--- src/rtl/timer_bank.sv ---
// timer_bank
//
// Bank of NCH independent down-counting timers that share one tick prescaler.
// The prescaler divides the raw tick_i enable by (prescale_i + 1) and produces
// an internal tick. Every channel counts down on that tick while it is running.
//
// Each channel has a registered count, a shadow copy of the value it was
// started with, and a latched mode bit. A channel can be one-shot (stops at 0)
// or auto-reload (reloads the shadow value on expiry and keeps running).
// Per-channel priority: start_i, then stop_i, then the internal tick.
//
// Ports
//   clk_i       : clock; all state changes on the rising edge
//   rst_i       : synchronous active-high reset
//   tick_i      : raw timebase tick enable, shared by all channels
//   prescale_i  : prescaler divide value, ratio = prescale_i + 1
//   start_i     : per-channel load-and-run strobe
//   stop_i      : per-channel halt strobe (count is held)
//   mode_i      : per-channel mode, 0 = one-shot, 1 = auto-reload
//   load_i      : per-channel load value, channel k at [k*WIDTH +: WIDTH]
//   count_o     : per-channel current count, packed like load_i
//   busy_o      : per-channel running flag
//   zero_o      : per-channel count-is-zero flag
//   done_o      : per-channel one-cycle expiry pulse (registered)

module timer_bank #(
    parameter int WIDTH = 32,
    parameter int NCH   = 4,
    parameter int PW    = 16
) (
    input  logic                 clk_i,
    input  logic                 rst_i,
    input  logic                 tick_i,
    input  logic [PW-1:0]        prescale_i,
    input  logic [NCH-1:0]       start_i,
    input  logic [NCH-1:0]       stop_i,
    input  logic [NCH-1:0]       mode_i,
    input  logic [NCH*WIDTH-1:0] load_i,
    output logic [NCH*WIDTH-1:0] count_o,
    output logic [NCH-1:0]       busy_o,
    output logic [NCH-1:0]       zero_o,
    output logic [NCH-1:0]       done_o
);

    typedef enum logic {
        IDLE = 1'b0,
        RUN  = 1'b1
    } state_t;

    localparam logic [WIDTH-1:0] CNT_ONE = WIDTH'(1);
    localparam logic [PW-1:0]    PRE_ONE = PW'(1);

    logic [PW-1:0] pre_cnt;
    logic          tick_int;

    // The comparison is ">=" rather than "==" so that lowering prescale_i
    // below the current pre_cnt fires on the very next raw tick instead of
    // waiting for pre_cnt to wrap all the way around.
    assign tick_int = tick_i && (pre_cnt >= prescale_i);

    // Shared prescaler: only raw ticks advance it; channel strobes never
    // touch it, so all channels stay phase-aligned to the same timebase.
    always_ff @(posedge clk_i) begin
        if (rst_i) begin
            pre_cnt <= '0;
        end else if (tick_i) begin
            if (pre_cnt >= prescale_i) begin
                pre_cnt <= '0;
            end else begin
                pre_cnt <= pre_cnt + PRE_ONE;
            end
        end
    end

    for (genvar k = 0; k < NCH; k++) begin : g_ch
        logic [WIDTH-1:0] count;
        logic [WIDTH-1:0] shadow;
        logic             mode;
        logic             done;
        state_t           state;
        logic [WIDTH-1:0] load_val;

        assign load_val = load_i[k*WIDTH +: WIDTH];

        // Channel state machine. done is cleared every cycle and only set on
        // the edge where an expiry happens, which gives a one-cycle pulse.
        // A zero load expires immediately, so it never enters RUN.
        // The count==0 branch in RUN cannot normally be reached (RUN always
        // starts from a nonzero count and reloads a nonzero shadow); it just
        // parks the channel without wrapping the counter.
        always_ff @(posedge clk_i) begin
            if (rst_i) begin
                count  <= '0;
                shadow <= '0;
                mode   <= 1'b0;
                done   <= 1'b0;
                state  <= IDLE;
            end else begin
                done <= 1'b0;
                if (start_i[k]) begin
                    shadow <= load_val;
                    mode   <= mode_i[k];
                    count  <= load_val;
                    if (load_val == '0) begin
                        state <= IDLE;
                        done  <= 1'b1;
                    end else begin
                        state <= RUN;
                    end
                end else if (stop_i[k]) begin
                    state <= IDLE;
                end else if (tick_int && (state == RUN)) begin
                    if (count > CNT_ONE) begin
                        count <= count - CNT_ONE;
                    end else if (count == CNT_ONE) begin
                        done <= 1'b1;
                        if (mode) begin
                            count <= shadow;
                        end else begin
                            count <= '0;
                            state <= IDLE;
                        end
                    end else begin
                        state <= IDLE;
                    end
                end
            end
        end

        assign count_o[k*WIDTH +: WIDTH] = count;
        assign busy_o[k]                 = (state == RUN);
        assign zero_o[k]                 = (count == '0);
        assign done_o[k]                 = done;
    end

endmodule

--- config.mk ---
export PLATFORM = sky130hd
export DESIGN_NAME = timer_bank
export DESIGN_NICKNAME = d
export VERILOG_FILES = /design/src/rtl/timer_bank.sv
export SDC_FILE = /design/constraint.sdc
export NUM_CORES = 1
export LEC_CHECK = 0
export ABC_AREA = 1
export BUFFER_PORTS_ARGS = -buffer_cell sky130_fd_sc_hd__buf_2
export CAP_MARGIN = 20
export CORE_MARGIN = 2
export CORE_UTILIZATION = 60
export DETAILED_ROUTE_END_ITERATION = 8
export GPL_ROUTABILITY_DRIVEN = 1
export PLACE_DENSITY = 0.84
export SYNTH_ARGS = -nofsm -noshare
export SYNTH_HDL_FRONTEND = slang
export SYNTH_SLANG_ARGS = --single-unit
export TNS_END_PERCENT = 1
--- constraint.sdc ---
create_clock -name clk_i -period 5.3 [get_ports clk_i]
set_clock_uncertainty 0.05 [all_clocks]
set_input_delay 0.795 -clock clk_i [delete_from_list [all_inputs] [get_ports clk_i]]
set_output_delay 0.795 -clock clk_i [all_outputs]
set_load 0.005 [all_outputs]
==> impl_metrics.py, run 1 <==
metrics = {
    "cells_and_area": {
        "drive_gt1_frac": 0.1395,
        "layout.nets": 3354,
        "nFillCells": 2734,
        "synthToLayoutAreaGrowth_pct": 13.34,
    },
    "job": {
        "cap_violations": 0,
    },
    "yosys": {
        "ys.flop_type": "dfxtp_1",
        "syn_area_per_cell_um2": 6.124,
        "syn_inst": 2966,
        "synth_top_area_frac": 0.3130,
        "synth_enable_flop_cells": 0,
        "yosysTopAreaCell": "dfxtp_1",
        "ys_ff_latch": 284,
        "syn_nets": 3154,
        "synth_top_cells_by_area": "dfxtp_1 31%, nand2_1 18%, nor2_1 11%, nand3_1 9.5%, inv_1 4.8%",
        "syn-cell-area_mm2": 0.01816,
        "async_flop_share": 0,
        "synth_most_common_cell": "nand2_1",
        "ys_warn_count": 0,
        "synth_common_cells": "853 x nand2_1, 517 x nor2_1, 343 x nand3_1",
        "yosysUniqueCellTypes": 51,
        "yosysSeqAreaShare": 0.3130,
    },
    "power_and_ir_drop": {
        "power_density_mw_per_mm2": 283.1,
        "swShare": 0.3165,
        "switching_power_mw": 1.844,
        "internal_power_mw": 3.984,
        "p_leak_nw": 10.20,
        "clock_power_share": 0.375,
        "power_mw": 5.828,
        "seqPwrFrac": 0.414,
        "ir_drop_uv": 275.0,
        "p_comb_frac": 0.211,
    },
    "route": {
        "drt_first_iter_violations": 2153,
        "drc": 0,
        "antenna_left": 0,
        "drt_pass1_iterations": 6,
        "avgRoutedWirePerCell_um": 16.55,
        "drt-total-wl_um": 59310,
        "vias": 20579,
        "vias_per_cell": 5.744,
    },
    "global_routing": {
        "antenna_found_initial": 1,
        "grt_pass1_vias": 18609,
        "grt_usage": 0.3618,
        "grt_pass1_wl_um": 93650,
        "grt_max_degree": 90,
        "gr-total-overflow": 0,
    },
    "cts": {
        "cts_resized": 0,
        "path_clk_slew_ns": 0.06,
        "cts.sinks": 284,
        "ctsLongestPathBuffers": 3,
        "htreeDepth": 1,
        "postCtsSetupBuffers": 0,
        "cts_root_buf": "clkbuf_16",
        "holdBufCountCts": 0,
        "worstSkewPairLatency_ns": 0.57,
        "cts_made_buffers": 31,
        "tritoncts": "built",
    },
    "timing": {
        "timing.slew.headroom": 0.2749,
        "hold_ws_ns": 0.4109,
        "layout_worst_path_cycle_share": 0.6542,
        "rsz0062_at_grt": "no",
        "period_minus_slack_ns": 3.467,
        "setup_tns_ns": 0,
        "max_freq_ghz": 0.2884,
        "hold_viol_final": 0,
        "worst_pin_slew_ns": 1.086,
        "setup_viol": 0,
        "finalMaxSlewViolations": 0,
    },
    "critical_path": {
        "r2r_slack_ns": 1.83,
        "r2r-start": "pre_cnt[0]",
        "slowest_stage": "nand4_2",
        "arrival_ns": 3.87,
        "cp_max_fo": 35,
        "slowest_delay_ns": 0.89,
        "critPathMostFrequentCell": "nand2_1",
        "worstSetupPathType": "register to register",
        "r2r_end": "g_ch[2].count[17]",
        "rr_worst_depth": 15,
        "start_kind": "register",
        "cp.required_ns": 5.71,
        "path_cells": "inv_1, ha_1, nand2_1, nor2_1, nor2_1, nand2_1, nand2_1, nand2_1, nand2_1, nand2_1, nand4_2, nand2_1, inv_2, nor2_1, nor2_1",
        "endpoint_kind": "register",
    },
    "floorplan": {
        "die_w_um": 178.0,
        "dieArea_mm2": 0.03168,
        "initial_utilization": 0.6113,
        "rows": 63,
        "io_pins": 299,
        "die_h_um": 178.0,
        "core_region_area_mm2": 0.02972,
    },
    "worst_hold_path": {
        "hold_class": "register to register",
        "whs_endpoint": "g_ch[2].shadow[15]",
        "hold-path-cell-count": 2,
        "hp-start": "g_ch[2].shadow[15]",
    },
    "place": {
        "portBuffers": 298,
        "gp_congestion": 0.9690,
        "hpwl_um": 41900,
    },
    "run_status": {
        "outcome": "complete, no violations",
    },
}
[metrics by stage]
step           utilization  worst slack, ns  instance area [um2]  cells
6_report            0.6928            1.833                20590   3583
3_5_place_dp        0.6573            1.380                19530   3522
5_1_grt             0.6926            1.570                20580   3581
2_1_floorplan            -            2.826                18160   2966
3_3_place_gp        0.6573            1.531                19530   3522
4_1_cts             0.6917            1.886                20560   3580
[area by class of cell]
class / count / area (um2) / share of cell area
Multi-Input combinational cell: 2289 / 10800 / 0.5246
Sequential cell: 284 / 5685 / 0.2761
Timing Repair Buffer: 313 / 1639 / 0.07961
Inverter: 247 / 947.2 / 0.04600
Clock buffer: 49 / 923.4 / 0.04485
Tap cell: 390 / 488.0 / 0.02370
Clock inverter: 9 / 98.84 / 0.004801
Antenna cell: 2 / 5.005 / 0.0002431
[worst max-delay path: cells and delay by family (launching register included)]
| kind | cells | cell delay [ns] |
|---|---|---|
| buffers and inverters | 2 | 0.38 |
| flip-flops | 1 | 0.38 |
| AND/OR/NAND/NOR | 12 | 2.24 |
| adder cells (fa/ha/maj) | 1 | 0.29 |
[power by group through the flow]
stage	clock network [mW]	registers (mW)	logic, mW
after floorplan	0	2.42	0.847
after global placement	0	2.45	1.17
after detailed placement	0	2.46	1.19
after CTS	2.20	2.41	1.20
after global routing	2.29	2.43	1.38
final	2.19	2.41	1.23
[sequential cells by signal (all words and copies together) (netlist names)]
| name | flops |
|---|---|
| g_ch.done | 4 |
| pre_cnt | 16 |
| g_ch.shadow | 128 |
| g_ch.state | 4 |
| g_ch.mode | 4 |
| g_ch.count | 128 |
[how the worst max path moves through the flow]
stage | startpoint | to | slack, ns | cells past startpoint
2_1_floorplan | prescale_i[3] | g_ch[3].count[18] | 2.83 | 17
3_3_place_gp | prescale_i[3] | g_ch[2].count[12] | 1.53 | 16
3_5_place_dp | prescale_i[3] | g_ch[2].count[17] | 1.38 | 16
4_1_cts | pre_cnt[0] | g_ch[2].count[24] | 1.89 | 15
5_1_grt | pre_cnt[0] | g_ch[2].count[22] | 1.57 | 15
6_report | pre_cnt[0] | g_ch[2].count[17] | 1.83 | 15
[layer usage]
metal | wire, um | vias up | global-route usage
li1 | - | 9912 | -
met1 | 24380 | 9419 | 0.4842
met4 | 1923 | 0 | 0.1291
met3 | 6049 | 147 | 0.05776
met5 | 0 | - | 0
met2 | 26960 | 1101 | 0.5903
[cell usage in the layout, fill, tap and decap left out, types with 4 or more instances in the layout]
master / count
nor2_1: 517
buf_4: 14
nor2_2: 22
dfxtp_1: 284
nand3b_1: 26
nand3_1: 343
nand2_4: 4
nor3_1: 22
a21oi_1: 158
nor2_4: 11
inv_1: 232
ha_1: 29
xor2_1: 76
o21ai_1: 11
and2_1: 6
nand3_2: 5
nand2_2: 13
o211ai_1: 11
and3_1: 9
clkbuf_1: 10
o21ai_0: 47
clkinv_2: 7
buf_2: 297
clkbuf_16: 31
nand4_1: 66
inv_2: 11
nand2_1: 853
xnor2_1: 6
clkbuf_8: 8
nor4_1: 26
[cells by family (layout without fill, tap and decap cells)]
logic type                 count (synthesis)  in the layout  synth area share
xor gates and xnor gates                  82             82           0.03954
buffers and inverters                    393            618           0.09237
adders and majority gates                 29             29           0.01998
and+or+nand+nor                         1936           1936            0.4641
DFF                                      284            284            0.3130
other                                      0              2                 0
AOI/OAI and AO/OA                        242            242           0.07102
Power figures use the tool's default switching activity.
==> inputs of run 2 (changes only) <==
Settings changed: ABC_AREA 1 to 0, CORE_UTILIZATION 60 to 51, PLACE_DENSITY 0.84 to 0.77.
Clock period 5.3 ns to 2.96 ns, I/O delays scaled along.
==> run 2 against run 1 <==
  * Clock power grew 88%
  * Clock-buffer cell count unchanged
  * Sequential power rose by 77%
  * Die area up 2.9%
  * Combinational power is 40% higher
  * Critical endpoint is now zero_o[1]
  * Largest cell class unchanged
==> impl_metrics.py, run 2 <==
metrics = {
    "cells_and_area": {
        "drive_gt1_frac": 0.2190,
        "area.sequential_mm2": 0.005685,
        "layout_commonest_cell": "buf_2",
        "final_cell_mix": "297 x buf_2, 284 x dfxtp_1, 256 x nor2_1, 208 x nand2_1, 177 x a21oi_1",
        "nFillCells": 2701,
        "reg_top3": "g_ch.count x128, g_ch.shadow x128, pre_cnt x16",
        "synthToLayoutAreaGrowth_pct": 21.54,
        "antennaDiodeCount": 0,
        "layout.nets": 2513,
        "multi_input_comb_area_mm2": 0.009320,
    },
    "cts": {
        "cts.sinks": 284,
        "path_clk_slew_ns": 0.06,
        "holdBufCountCts": 0,
        "cts_made_buffers": 34,
        "cts_root_buf": "clkbuf_16",
        "tritoncts": "built",
        "htreeDepth": 2,
        "worstSkewPairLatency_ns": 0.51,
        "ctsLongestPathBuffers": 3,
    },
    "yosys": {
        "synth_common_cells": "284 x dfxtp_1, 257 x nor2_1, 208 x nand2_1",
        "yosysSeqAreaShare": 0.3575,
        "synth_enable_flop_cells": 0,
        "ys_warn_count": 0,
        "synth_top_cells_by_area": "dfxtp_1 36%, nor2_1 6.1%, mux2i_1 5.6%, a21oi_1 5.6%, nand2_1 4.9%",
        "synth_most_common_cell": "dfxtp_1",
        "syn-cell-area_mm2": 0.01590,
        "syn_nets": 2234,
        "yosysUniqueCellTypes": 79,
        "yosysTopAreaCell": "dfxtp_1",
        "syn_inst": 2046,
        "ys_ff_latch": 284,
        "syn_area_per_cell_um2": 7.773,
        "synth_top_area_frac": 0.3575,
        "ys.flop_type": "dfxtp_1",
        "async_flop_share": 0,
    },
    "global_routing": {
        "grt_pass1_vias": 16233,
        "grt_max_degree": 110,
        "antenna_found_initial": 0,
        "gr-total-overflow": 0,
        "grt_pass1_wl_um": 83900,
        "grt_usage": 0.3055,
    },
    "run_status": {
        "outcome": "complete, no violations",
    },
    "timing": {
        "worst_pin_slew_ns": 0.7234,
        "layout_worst_path_cycle_share": 0.9677,
        "hold_viol_final": 0,
        "timing.slew.headroom": 0.5133,
        "timing.final.ws_setup_ns": 0.09553,
        "setup_viol": 0,
        "rsz0062_at_grt": "no",
        "setup_tns_ns": 0,
        "max_freq_ghz": 0.3491,
        "period_minus_slack_ns": 2.864,
        "finalMaxSlewViolations": 0,
        "hold_ws_ns": 0.1315,
    },
    "critical_path": {
        "arrival_ns": 2.37,
        "start_kind": "register",
        "cp.required_ns": 2.47,
        "worstSetupPathType": "register to output pin",
        "endpoint_kind": "output pin",
        "cp_max_fo": 6,
        "r2r_slack_ns": 0.14,
    },
    "floorplan": {
        "rows": 64,
        "die_w_um": 180.6,
        "die_h_um": 180.6,
        "io_pins": 299,
        "core_region_area_mm2": 0.03067,
        "initial_utilization": 0.5186,
        "dieArea_mm2": 0.03261,
    },
    "place": {
        "hpwl_um": 36410,
        "dp_slack_ns": -0.05220,
        "portBuffers": 298,
        "gp_congestion": 0.9462,
    },
    "power_and_ir_drop": {
        "ir_drop_uv": 445.1,
        "p_leak_nw": 8.026,
        "power_density_mw_per_mm2": 522.6,
    },
    "route": {
        "vias_per_cell": 6.367,
        "drt-total-wl_um": 52490,
        "drt_first_iter_violations": 1747,
        "antenna_left": 0,
        "drt_pass1_iterations": 6,
        "drc": 0,
        "vias": 17464,
        "avgRoutedWirePerCell_um": 19.14,
    },
    "job": {
        "cap_violations": 0,
    },
    "worst_hold_path": {
        "hold_class": "input port to register",
    },
}
-- run 2: power breakdown --
group	internal (mW)	switching, mW	total (mW)	leakage (nW)
Clock	2.45	1.67	4.12	0.542
Combinational	0.698	1.02	1.72	5.14
Sequential	4.04	0.217	4.26	2.34
-- run 2: cell type report --
class | instances | area share
Clock buffer | 49 | 0.05217
Clock inverter | 9 | 0.003819
Inverter | 63 | 0.01223
Multi-Input combinational cell | 1535 | 0.4822
Sequential cell | 284 | 0.2941
Tap cell | 396 | 0.02563
Timing Repair Buffer | 407 | 0.1298
-- run 2: per-stage QoR --
stage / utilization / area (um2) / std cells / total power, mW
6_report: 0.6303 / 19330 / 2743 / 10.10
5_1_grt: 0.6303 / 19330 / 2743 / 10.48
4_1_cts: 0.6289 / 19290 / 2743 / 10.09
3_5_place_dp: 0.5931 / 18190 / 2684 / 6.002
3_3_place_gp: 0.5928 / 18180 / 2683 / 5.960
2_1_floorplan: - / 15900 / 2046 / 5.315
-- run 2: per-layer routing --
layer / GRT usage / vias up / part of all wire
met1: 0.4140 / 8230 / 0.42
met3: 0.05295 / 126 / 0.098
met4: 0.1106 / 0 / 0.030
met2: 0.4890 / 979 / 0.46
met5: 0 / - / 0
li1: - / 8129 / -
-- run 2: logic make-up (layout without fill, tap and decap cells) --
family	count (synthesis)	after routing	synth area share
simple gates	802	802	0.2403
compound gates	595	595	0.2521
xor+xnor	20	20	0.01101
fa+ha+maj	29	29	0.02282
flops	284	284	0.3575
buf+inv	227	528	0.06026
mux	89	89	0.05601
-- run 2: timing repair --
item	in CTS	in global routing
resized for setup	1	10
setup endpoints to repair	2	45
pin swaps	1	0
setup buffers	1	0
cloned	0	0
-- run 2: worst paths after layout --
path,start,depth (start not counted),end
max,g_ch[1].count[19],5,zero_o[1]
min reg2reg,g_ch[2].shadow[0],2,g_ch[2].shadow[0]
min,mode_i[1],3,g_ch[1].mode
max reg2reg,g_ch[1].count[19],7,g_ch[1].count[3]
-- run 2: critical path: stages (launching register included) --
cell and delay [ns]:
dfxtp_1 0.36, or4_4 0.55, or3b_4 0.46, nor3_4 0.16, and2_1 0.20, buf_2 0.13
